## src/rtl/hazard_ctrl_if.sv

```systemverilog
// Bundle of pipeline-side signals between the hazard controller and the datapath.
// The datapath (master) drives operand/control observations; the controller (slave) drives enables.
interface hazard_ctrl_if;
  logic [4:0]  IFID_RS1;
  logic [4:0]  IFID_RS2;
  logic        IFID_UsesRs2;
  logic        ID_Branch;
  logic [4:0]  IDEX_RD;
  logic        IDEX_RegWrite;
  logic        IDEX_MemRead;
  logic [4:0]  EXMEM_RD;
  logic        EXMEM_MemRead;
  logic        BR_Taken;
  logic        ICACHE_stall;
  logic        DCACHE_stall;
  logic        CNT_clr;

  logic        PC_write;
  logic        IFID_write;
  logic        IDEX_write;
  logic        EXMEM_write;
  logic        MEMWB_write;
  logic        IFID_flush;
  logic        IDEX_bubble;
  logic [15:0] STALL_CNT;
  logic [15:0] FREEZE_CNT;
  logic [15:0] FLUSH_CNT;

  modport master (
    output IFID_RS1, IFID_RS2, IFID_UsesRs2, ID_Branch,
           IDEX_RD, IDEX_RegWrite, IDEX_MemRead,
           EXMEM_RD, EXMEM_MemRead, BR_Taken,
           ICACHE_stall, DCACHE_stall, CNT_clr,
    input  PC_write, IFID_write, IDEX_write, EXMEM_write, MEMWB_write,
           IFID_flush, IDEX_bubble, STALL_CNT, FREEZE_CNT, FLUSH_CNT
  );

  modport slave (
    input  IFID_RS1, IFID_RS2, IFID_UsesRs2, ID_Branch,
           IDEX_RD, IDEX_RegWrite, IDEX_MemRead,
           EXMEM_RD, EXMEM_MemRead, BR_Taken,
           ICACHE_stall, DCACHE_stall, CNT_clr,
    output PC_write, IFID_write, IDEX_write, EXMEM_write, MEMWB_write,
           IFID_flush, IDEX_bubble, STALL_CNT, FREEZE_CNT, FLUSH_CNT
  );
endinterface

```

## src/rtl/hazard_ctrl.sv

```systemverilog
// Pipeline hazard controller: load-use/branch-operand stalls, cache freezes,
// branch redirect flushes (remembered across freezes) and saturating event counters.
module hazard_ctrl (
  input  logic         clk,
  input  logic         rst_n,
  hazard_ctrl_if.slave hz
);

  typedef enum logic {RUN, FREEZE} state_e;

  state_e      state_q, state_d;
  logic        flush_pend_q, flush_pend_d;
  logic [15:0] stall_cnt_q, stall_cnt_d;
  logic [15:0] freeze_cnt_q, freeze_cnt_d;
  logic [15:0] flush_cnt_q, flush_cnt_d;

  logic mem_stall;
  logic idex_match, exmem_match;
  logic haz_a, haz_b, haz_c, haz;
  logic flush_eff;
  logic pc_write, ifid_write, idex_write, exmem_write, memwb_write;
  logic ifid_flush, idex_bubble;
  logic stall_cycle;

  function automatic logic [15:0] satInc(input logic [15:0] cnt, input logic en);
    return (en && (cnt != 16'hFFFF)) ? cnt + 16'd1 : cnt;
  endfunction

  // x0 is excluded by requiring a nonzero destination before any source compare.
  assign idex_match  = (hz.IDEX_RD != 5'd0) &&
                       ((hz.IDEX_RD == hz.IFID_RS1) ||
                        (hz.IFID_UsesRs2 && (hz.IDEX_RD == hz.IFID_RS2)));
  assign exmem_match = (hz.EXMEM_RD != 5'd0) &&
                       ((hz.EXMEM_RD == hz.IFID_RS1) ||
                        (hz.IFID_UsesRs2 && (hz.EXMEM_RD == hz.IFID_RS2)));

  assign mem_stall = hz.ICACHE_stall | hz.DCACHE_stall;
  assign haz_a     = hz.IDEX_MemRead & idex_match;
  assign haz_b     = hz.ID_Branch & hz.IDEX_RegWrite & idex_match;
  assign haz_c     = hz.ID_Branch & hz.EXMEM_MemRead & exmem_match;
  assign haz       = haz_a | haz_b | haz_c;
  assign flush_eff = hz.BR_Taken | flush_pend_q;

  always_comb begin
    state_d      = state_q;
    flush_pend_d = flush_pend_q;
    pc_write     = 1'b1;
    ifid_write   = 1'b1;
    idex_write   = 1'b1;
    exmem_write  = 1'b1;
    memwb_write  = 1'b1;
    ifid_flush   = 1'b0;
    idex_bubble  = 1'b0;
    stall_cycle  = 1'b0;

    case (state_q)
      RUN:     if (mem_stall)  state_d = FREEZE;
      FREEZE:  if (!mem_stall) state_d = RUN;
      default: state_d = RUN;
    endcase

    // Freeze beats hazards and redirects; a redirect seen mid-freeze is parked in flush_pend.
    if (mem_stall) begin
      pc_write    = 1'b0;
      ifid_write  = 1'b0;
      idex_write  = 1'b0;
      exmem_write = 1'b0;
      memwb_write = 1'b0;
      if (hz.BR_Taken) flush_pend_d = 1'b1;
    end else if (haz) begin
      pc_write    = 1'b0;
      ifid_write  = 1'b0;
      idex_bubble = 1'b1;
      stall_cycle = 1'b1;
    end else begin
      flush_pend_d = 1'b0;
      ifid_flush   = flush_eff;
    end

    if (hz.CNT_clr) begin
      stall_cnt_d  = 16'd0;
      freeze_cnt_d = 16'd0;
      flush_cnt_d  = 16'd0;
    end else begin
      stall_cnt_d  = satInc(stall_cnt_q, stall_cycle);
      freeze_cnt_d = satInc(freeze_cnt_q, mem_stall);
      flush_cnt_d  = satInc(flush_cnt_q, ifid_flush);
    end
  end

  always_ff @(posedge clk or negedge rst_n) begin
    if (!rst_n) begin
      state_q      <= RUN;
      flush_pend_q <= 1'b0;
      stall_cnt_q  <= 16'd0;
      freeze_cnt_q <= 16'd0;
      flush_cnt_q  <= 16'd0;
    end else begin
      state_q      <= state_d;
      flush_pend_q <= flush_pend_d;
      stall_cnt_q  <= stall_cnt_d;
      freeze_cnt_q <= freeze_cnt_d;
      flush_cnt_q  <= flush_cnt_d;
    end
  end

  // While in reset the pipeline is left free-running with no flush or bubble.
  assign hz.PC_write    = pc_write    | ~rst_n;
  assign hz.IFID_write  = ifid_write  | ~rst_n;
  assign hz.IDEX_write  = idex_write  | ~rst_n;
  assign hz.EXMEM_write = exmem_write | ~rst_n;
  assign hz.MEMWB_write = memwb_write | ~rst_n;
  assign hz.IFID_flush  = ifid_flush  & rst_n;
  assign hz.IDEX_bubble = idex_bubble & rst_n;
  assign hz.STALL_CNT   = stall_cnt_q;
  assign hz.FREEZE_CNT  = freeze_cnt_q;
  assign hz.FLUSH_CNT   = flush_cnt_q;

endmodule

```

## src/flat_wrapper.sv

```systemverilog
// flat-port wrapper written by rule: the top's interface ports become plain ports
module hazard_ctrl_flat 
  (clk, rst_n, hz_IFID_RS1, hz_IFID_RS2, hz_IFID_UsesRs2, hz_ID_Branch, hz_IDEX_RD, hz_IDEX_RegWrite, hz_IDEX_MemRead, hz_EXMEM_RD, hz_EXMEM_MemRead, hz_BR_Taken, hz_ICACHE_stall, hz_DCACHE_stall, hz_CNT_clr, hz_PC_write, hz_IFID_write, hz_IDEX_write, hz_EXMEM_write, hz_MEMWB_write, hz_IFID_flush, hz_IDEX_bubble, hz_STALL_CNT, hz_FREEZE_CNT, hz_FLUSH_CNT);
  hazard_ctrl_if hz_i ();
  input  logic clk;
  input  logic rst_n;
  input wire logic [$bits(hz_i.IFID_RS1)-1:0] hz_IFID_RS1;
  input wire logic [$bits(hz_i.IFID_RS2)-1:0] hz_IFID_RS2;
  input wire logic [$bits(hz_i.IFID_UsesRs2)-1:0] hz_IFID_UsesRs2;
  input wire logic [$bits(hz_i.ID_Branch)-1:0] hz_ID_Branch;
  input wire logic [$bits(hz_i.IDEX_RD)-1:0] hz_IDEX_RD;
  input wire logic [$bits(hz_i.IDEX_RegWrite)-1:0] hz_IDEX_RegWrite;
  input wire logic [$bits(hz_i.IDEX_MemRead)-1:0] hz_IDEX_MemRead;
  input wire logic [$bits(hz_i.EXMEM_RD)-1:0] hz_EXMEM_RD;
  input wire logic [$bits(hz_i.EXMEM_MemRead)-1:0] hz_EXMEM_MemRead;
  input wire logic [$bits(hz_i.BR_Taken)-1:0] hz_BR_Taken;
  input wire logic [$bits(hz_i.ICACHE_stall)-1:0] hz_ICACHE_stall;
  input wire logic [$bits(hz_i.DCACHE_stall)-1:0] hz_DCACHE_stall;
  input wire logic [$bits(hz_i.CNT_clr)-1:0] hz_CNT_clr;
  output wire logic [$bits(hz_i.PC_write)-1:0] hz_PC_write;
  output wire logic [$bits(hz_i.IFID_write)-1:0] hz_IFID_write;
  output wire logic [$bits(hz_i.IDEX_write)-1:0] hz_IDEX_write;
  output wire logic [$bits(hz_i.EXMEM_write)-1:0] hz_EXMEM_write;
  output wire logic [$bits(hz_i.MEMWB_write)-1:0] hz_MEMWB_write;
  output wire logic [$bits(hz_i.IFID_flush)-1:0] hz_IFID_flush;
  output wire logic [$bits(hz_i.IDEX_bubble)-1:0] hz_IDEX_bubble;
  output wire logic [$bits(hz_i.STALL_CNT)-1:0] hz_STALL_CNT;
  output wire logic [$bits(hz_i.FREEZE_CNT)-1:0] hz_FREEZE_CNT;
  output wire logic [$bits(hz_i.FLUSH_CNT)-1:0] hz_FLUSH_CNT;
  assign hz_i.IFID_RS1 = hz_IFID_RS1;
  assign hz_i.IFID_RS2 = hz_IFID_RS2;
  assign hz_i.IFID_UsesRs2 = hz_IFID_UsesRs2;
  assign hz_i.ID_Branch = hz_ID_Branch;
  assign hz_i.IDEX_RD = hz_IDEX_RD;
  assign hz_i.IDEX_RegWrite = hz_IDEX_RegWrite;
  assign hz_i.IDEX_MemRead = hz_IDEX_MemRead;
  assign hz_i.EXMEM_RD = hz_EXMEM_RD;
  assign hz_i.EXMEM_MemRead = hz_EXMEM_MemRead;
  assign hz_i.BR_Taken = hz_BR_Taken;
  assign hz_i.ICACHE_stall = hz_ICACHE_stall;
  assign hz_i.DCACHE_stall = hz_DCACHE_stall;
  assign hz_i.CNT_clr = hz_CNT_clr;
  assign hz_PC_write = hz_i.PC_write;
  assign hz_IFID_write = hz_i.IFID_write;
  assign hz_IDEX_write = hz_i.IDEX_write;
  assign hz_EXMEM_write = hz_i.EXMEM_write;
  assign hz_MEMWB_write = hz_i.MEMWB_write;
  assign hz_IFID_flush = hz_i.IFID_flush;
  assign hz_IDEX_bubble = hz_i.IDEX_bubble;
  assign hz_STALL_CNT = hz_i.STALL_CNT;
  assign hz_FREEZE_CNT = hz_i.FREEZE_CNT;
  assign hz_FLUSH_CNT = hz_i.FLUSH_CNT;
  hazard_ctrl u_core (.clk(clk), .rst_n(rst_n), .hz(hz_i));
endmodule
```

## config.mk

```make
export PLATFORM = sky130hd
export DESIGN_NAME = hazard_ctrl_flat
export DESIGN_NICKNAME = d
export VERILOG_FILES = /design/src/rtl/hazard_ctrl_if.sv /design/src/rtl/hazard_ctrl.sv /design/src/flat_wrapper.sv
export SDC_FILE = /design/constraint.sdc
export NUM_CORES = 1
export LEC_CHECK = 0
export CAP_MARGIN = 10
export CORE_MARGIN = 8
export CORE_UTILIZATION = 51
export CTS_CLUSTER_DIAMETER = 150
export DETAILED_ROUTE_END_ITERATION = 8
export GPL_TIMING_DRIVEN = 1
export HOLD_SLACK_MARGIN = 0.05
export PLACE_DENSITY = 0.86
export SLEW_MARGIN = 20
export SYNTH_ARGS = -nofsm -noshare
export SYNTH_HDL_FRONTEND = slang
export SYNTH_SLANG_ARGS = --single-unit
```

## constraint.sdc

```tcl
create_clock -name clk -period 5 [get_ports clk]
set_clock_uncertainty 0.2 [all_clocks]
set_input_delay 1 -clock clk [delete_from_list [all_inputs] [get_ports clk]]
set_output_delay 1 -clock clk [all_outputs]
set_load 0.005 [all_outputs]
```

== Yosys cells after proc, flatten, opt, wreduce, memory -nomap -nowiden ==
Cells that the tools add are included.
Operators by class
  add/subtract/negate cells: 3
  equality and inequality tests: 9
  muxes and demuxes: 16
  bitwise gates (word level): 14
  reductions and logical operators: 15
Operator list (number)
  $mux W16: 6
  $add A16 B1 Y16 const B: 3
  $ne A16 B16 Y1 const B: 3
  $eq A5 B5 Y1: 4
  $mux W1: 10
  $reduce_bool A5 Y1: 2
  $and A1 B1 Y1: 7
  $logic_and A1 B1 Y1: 7
  $or A1 B1 Y1: 6
  $reduce_bool A2 Y1: 3
  $logic_or A1 B1 Y1: 2
  $ne A2 B1 Y1 const B: 1
  $ne A2 B2 Y1 const B: 1
  $reduce_and A2 Y1: 1
  $not A1 Y1: 1
Storage, ports and cells
  bits in registers: 49
  word-level logic and storage cells: 61

== Logic depth before layout (Yosys ltp) ==
  word-level depth: 12
  gate-level depth with buffers: 9
  mapped depth without buffers: 7

== Least setup slack after synthesis ==
No wires, ideal clock.
  kind: input port to output port
  from: input port hz_EXMEM_RD[1]
  to: output port hz_PC_write
  data arrival time: 2614 ps
  data required time: 3800 ps
  setup slack: 1186 ps
  stages: 7
  buffers on the path: 2
  cell sequence: or3_1 -> o311a_1 -> a22o_1 -> clkbuf_1 -> or2_2 -> nand2_1 -> buf_4
Between the ends
  cells in the longest elaborated chain, start to end: 9
  elaborated cells on any way between the ends: 11
RTL lines
  start, declared: line flat_wrapper.sv:14  | input wire logic [$bits(hz_i.EXMEM_RD)-1:0] hz_EXMEM_RD;
  $eq A5 B5 Y1: line hazard_ctrl.sv:35  | (hz.IFID_UsesRs2 && (hz.EXMEM_RD == hz.IFID_RS2)));
  $logic_and A1 B1 Y1: line hazard_ctrl.sv:35
  $logic_or A1 B1 Y1: line hazard_ctrl.sv:34  | ((hz.EXMEM_RD == hz.IFID_RS1) ||
  $logic_and A1 B1 Y1 *: line hazard_ctrl.sv:33  | assign exmem_match = (hz.EXMEM_RD != 5'd0) &&
  $and A1 B1 Y1 *: line hazard_ctrl.sv:40  | assign haz_c = hz.ID_Branch & hz.EXMEM_MemRead & exmem_match;
  $or A1 B1 Y1 *: line hazard_ctrl.sv:41  | assign haz = haz_a | haz_b | haz_c;
  $mux W1 * (2 in a row)
  $or A1 B1 Y1 *
  end, declared: line flat_wrapper.sv:20  | output wire logic [$bits(hz_i.PC_write)-1:0] hz_PC_write;
Mark *: on every way between the ends. The rest lies on a longest branch, timed or not.

== Worst setup path after layout ==
  from: input port hz_EXMEM_RD[1]
  to: output port hz_IFID_flush
Between the ends
  cells in the longest elaborated chain, start to end: 9
  elaborated cells on any way between the ends: 11
RTL lines
  $eq A5 B5 Y1: line hazard_ctrl.sv:35
  $logic_and A1 B1 Y1: line hazard_ctrl.sv:35
  $logic_or A1 B1 Y1: line hazard_ctrl.sv:34
  $logic_and A1 B1 Y1 *: line hazard_ctrl.sv:33
  $and A1 B1 Y1 *: line hazard_ctrl.sv:40
  $or A1 B1 Y1 *: line hazard_ctrl.sv:41
  $mux W1 *: line hazard_ctrl.sv:70  | end else if (haz) begin
  $mux W1 *: line hazard_ctrl.sv:63  | if (mem_stall) begin
  $and A1 B1 Y1 *: line hazard_ctrl.sv:113  | assign hz.IFID_flush = ifid_flush & rst_n;
  end, declared: line flat_wrapper.sv:25  | output wire logic [$bits(hz_i.IFID_flush)-1:0] hz_IFID_flush;
Marks and branches as above.

==> results.toml <==
[yosys]
synth_edf_count = 0
syn_area_sq_um = 2855
postSynthCellCount = 317
yosysTopAreaCell = "dfrtp_1"
synthFlopType = "dfrtp_1"
synth_common_cells = "nor2_1 (60), dfrtp_1 (49), xnor2_1 (30), xor2_1 (27), nand2_1 (26)"
syn_nets = 351
yosys.cell_count.top_type = "nor2_1"
synth-async-reset-ratio_pct = 100.0
seq_area_frac_synth_pct = 42.94
synth_cell_types = 36
synth_top_cell_area_share_pct = 42.94
avgSynthCellArea_sq_um = 9.007
ys_warn_count = 0
synth-seq-cells = 49
synth_area_leaders = "dfrtp_1 (43%), xnor2_1 (9.2%), xor2_1 (8.3%)"

[finish]
drive_gt1_share_pct = 5.736
insertedDiodeCount = 0
fin_cells = 473
finalNetCount = 434
area_growth_pct = 35.85
postLayoutCellArea_sq_um = 3879

[worst_setup_path]
crit_path_start = "hz_EXMEM_RD[1]"
cp_data_required_time_ns = 3.80
critPathKind = "in -> out"
crit_fanout = 3
crit_path_start_kind = "primary input"
rrSetupSlack_ns = 2.45
r2r_cells = 7
crit_chain = "clkdlybuf4s50_1, or3_1, o311a_1, a22o_1, or2_2, nor2_1, clkdlybuf4s50_1"
cp_common_cell = "clkdlybuf4s50_1"
max_stage_delay_ns = 0.53
worstSetupEndpointType = "primary output"
crit_arrival_ns = 3.43
worst_path_max_delay_cell = "clkdlybuf4s50_1"
r2r_start = "u_core.hz.FLUSH_CNT[3]$_DFFE_PN0P_"
r2r-end = "u_core.hz.FLUSH_CNT[14]$_DFFE_PN0P_"

[power]
p_per_area_nw_per_um2 = 219.8
peakVddDrop_uv = 130.2
p_leak_uw = 0.001590

[placement]
place_ws_ns = 0.3793
dp_cells = 465
routabilityCongestion = 0.8756
post-dp-hpwl_mm = 5.780
placed_area_sq_um = 3745
port_buffers = 85

[timing]
fin_crit_sh_pct = 92.62
slew_violations = 0
hold_viol = 0
fmax_mhz = 215.9
setup_viol = 0
max_slew_margin_pct = 37.36
min_period_ns = 4.631
worst_slew_pin_slew_ns = 0.9396
fin_ws_ns = 0.3690
rsz0062_at_grt = "false"
setup-tns-final_ns = 0

[clocking]
cts_setup_buffers = 0
clock_latency_ns = 0.31
cts_root_buffer = "clkbuf_8"
holdBufCountCts = 0
cts_sinks = 49
cts_buffers = 5
clkTransAtPathRegs_ns = 0.08
cts_max_level = 2
cts_tree = "done"
clk_path_buf_depth = 2
cts_resized = 0

[detailed_routing]
vias = 2574
via_per_inst = 5.442
finalWirelength_mm = 7.568
drt_iter0_markers = 144
dr.pass1.iters = 4
ant_nets = 0
wl_per_cell_microns = 16.00
drcViolationCount = 0

[min_path]
hold_path_depth = 2
min_to = "u_core.flush_pend_q$_DFFE_PN0P_"
hold_class = "reg -> reg"
hp-start = "u_core.flush_pend_q$_DFFE_PN0P_"

[run]
drv_cap = 0

[die]
design.core.area_sq_um = 5473
ios = 86
dieArea_sq_um = 8249
num_rows = 27
die_w_microns = 90.83
start_util_pct = 52.17
die_y_microns = 90.83

[outcome]
status = "complete, no violations"

[global_route]
track_usage_pct = 18.29
grt_pass1_vias = 2554
grt_first_pass_wirelength_mm = 12.59
grt-ovfl-total = 0
antenna_found_initial = 0
grt_max_degree = 35
[cell families (layout without fill, tap and decap cells)]
logic type,Yosys count,in the layout,share of synthesized area [%]
multiplexers,6,6,2.191
AND/OR/NAND/NOR,157,157,26.12
AO/OA/AOI/OAI,23,23,5.960
buffers and inverters,22,106,3.988
XOR/XNOR,57,57,17.48
flip-flops,49,49,42.94
adder cells (fa/ha/maj),3,3,1.315
[registers in the layout (all words and copies together) (netlist names)]
signal                cells
u_core.hz.FLUSH_CNT      16
u_core.hz.FREEZE_CNT     16
u_core.hz.STALL_CNT      16
u_core.flush_pend_q       1
[per-layer routing]
metal | GRT usage [%] | wire (microns) | vias to the layer above
li1 | - | - | 1234
met1 | 24.10 | 3436 | 1235
met2 | 28.93 | 3553 | 97
met3 | 4.572 | 500 | 8
met4 | 5.184 | 77 | 0
met5 | 0 | 0 | -
[critical path, delay by kind of cell]
family,cells,cell delay [ns]
and+or+nand+nor,3,0.85
AOI/OAI and AO/OA,2,0.58
buffers and inverters,2,1.00
[final cells by class]
cell class | count | area, sq um
clock inverters | 3 | 65.06
flip-flops and latches | 49 | 1226
clock buffers | 5 | 68.82
inverters | 8 | 30.03
multi-input cells | 246 | 1515
fillers | 434 | 1594
well taps | 72 | 90.09
repair buffers | 90 | 883.3
[worst max path at each step]
stage / endpoint / slack, ns / depth (start not counted)
detailed placement: hz_IFID_flush / 0.38 / 7
finish: hz_IFID_flush / 0.37 / 7
global route: hz_IFID_flush / 0.32 / 7
global placement: hz_IFID_flush / 0.40 / 7
CTS: hz_IFID_flush / 0.37 / 7
floorplan: hz_PC_write / 1.19 / 7
[power breakdown]
part / internal, uW / total (uW) / switching (uW)
Clock: 199 / 337 / 138
Sequential: 400 / 406 / 5.07
Combinational: 56.3 / 110 / 53.9
[cell usage in the layout (no fill, tap or decap), types with 2 or more instances in the layout]
cell,instances
buf_4,5
clkbuf_8,5
a21oi_1,9
mux2_2,2
nor2b_1,2
clkdlybuf4s50_1,84
mux2i_1,4
dfrtp_1,49
o22ai_1,2
bufinv_16,2
and3_1,11
xnor2_1,30
nand3_1,24
o21ai_0,5
xor2_1,27
and4_4,2
ha_1,3
nor3_1,5
or3_1,5
nor2_1,60
nand4_1,15
or2_2,2
inv_1,8
nand2_1,26
[per-stage QoR]
stage | power [uW] | hold slack [ns] | utilization [%]
after floorplan | 462.7 | 0.2797 | -
after global placement | 521.5 | 0.3010 | 68.43
after detailed placement | 524.5 | 0.3330 | 68.43
after CTS | 859.4 | 0.3537 | 70.87
after global routing | 884.8 | 0.3663 | 70.87
final | 852.6 | 0.3498 | 70.87
Note: power is estimated with default switching activity, not from simulation.
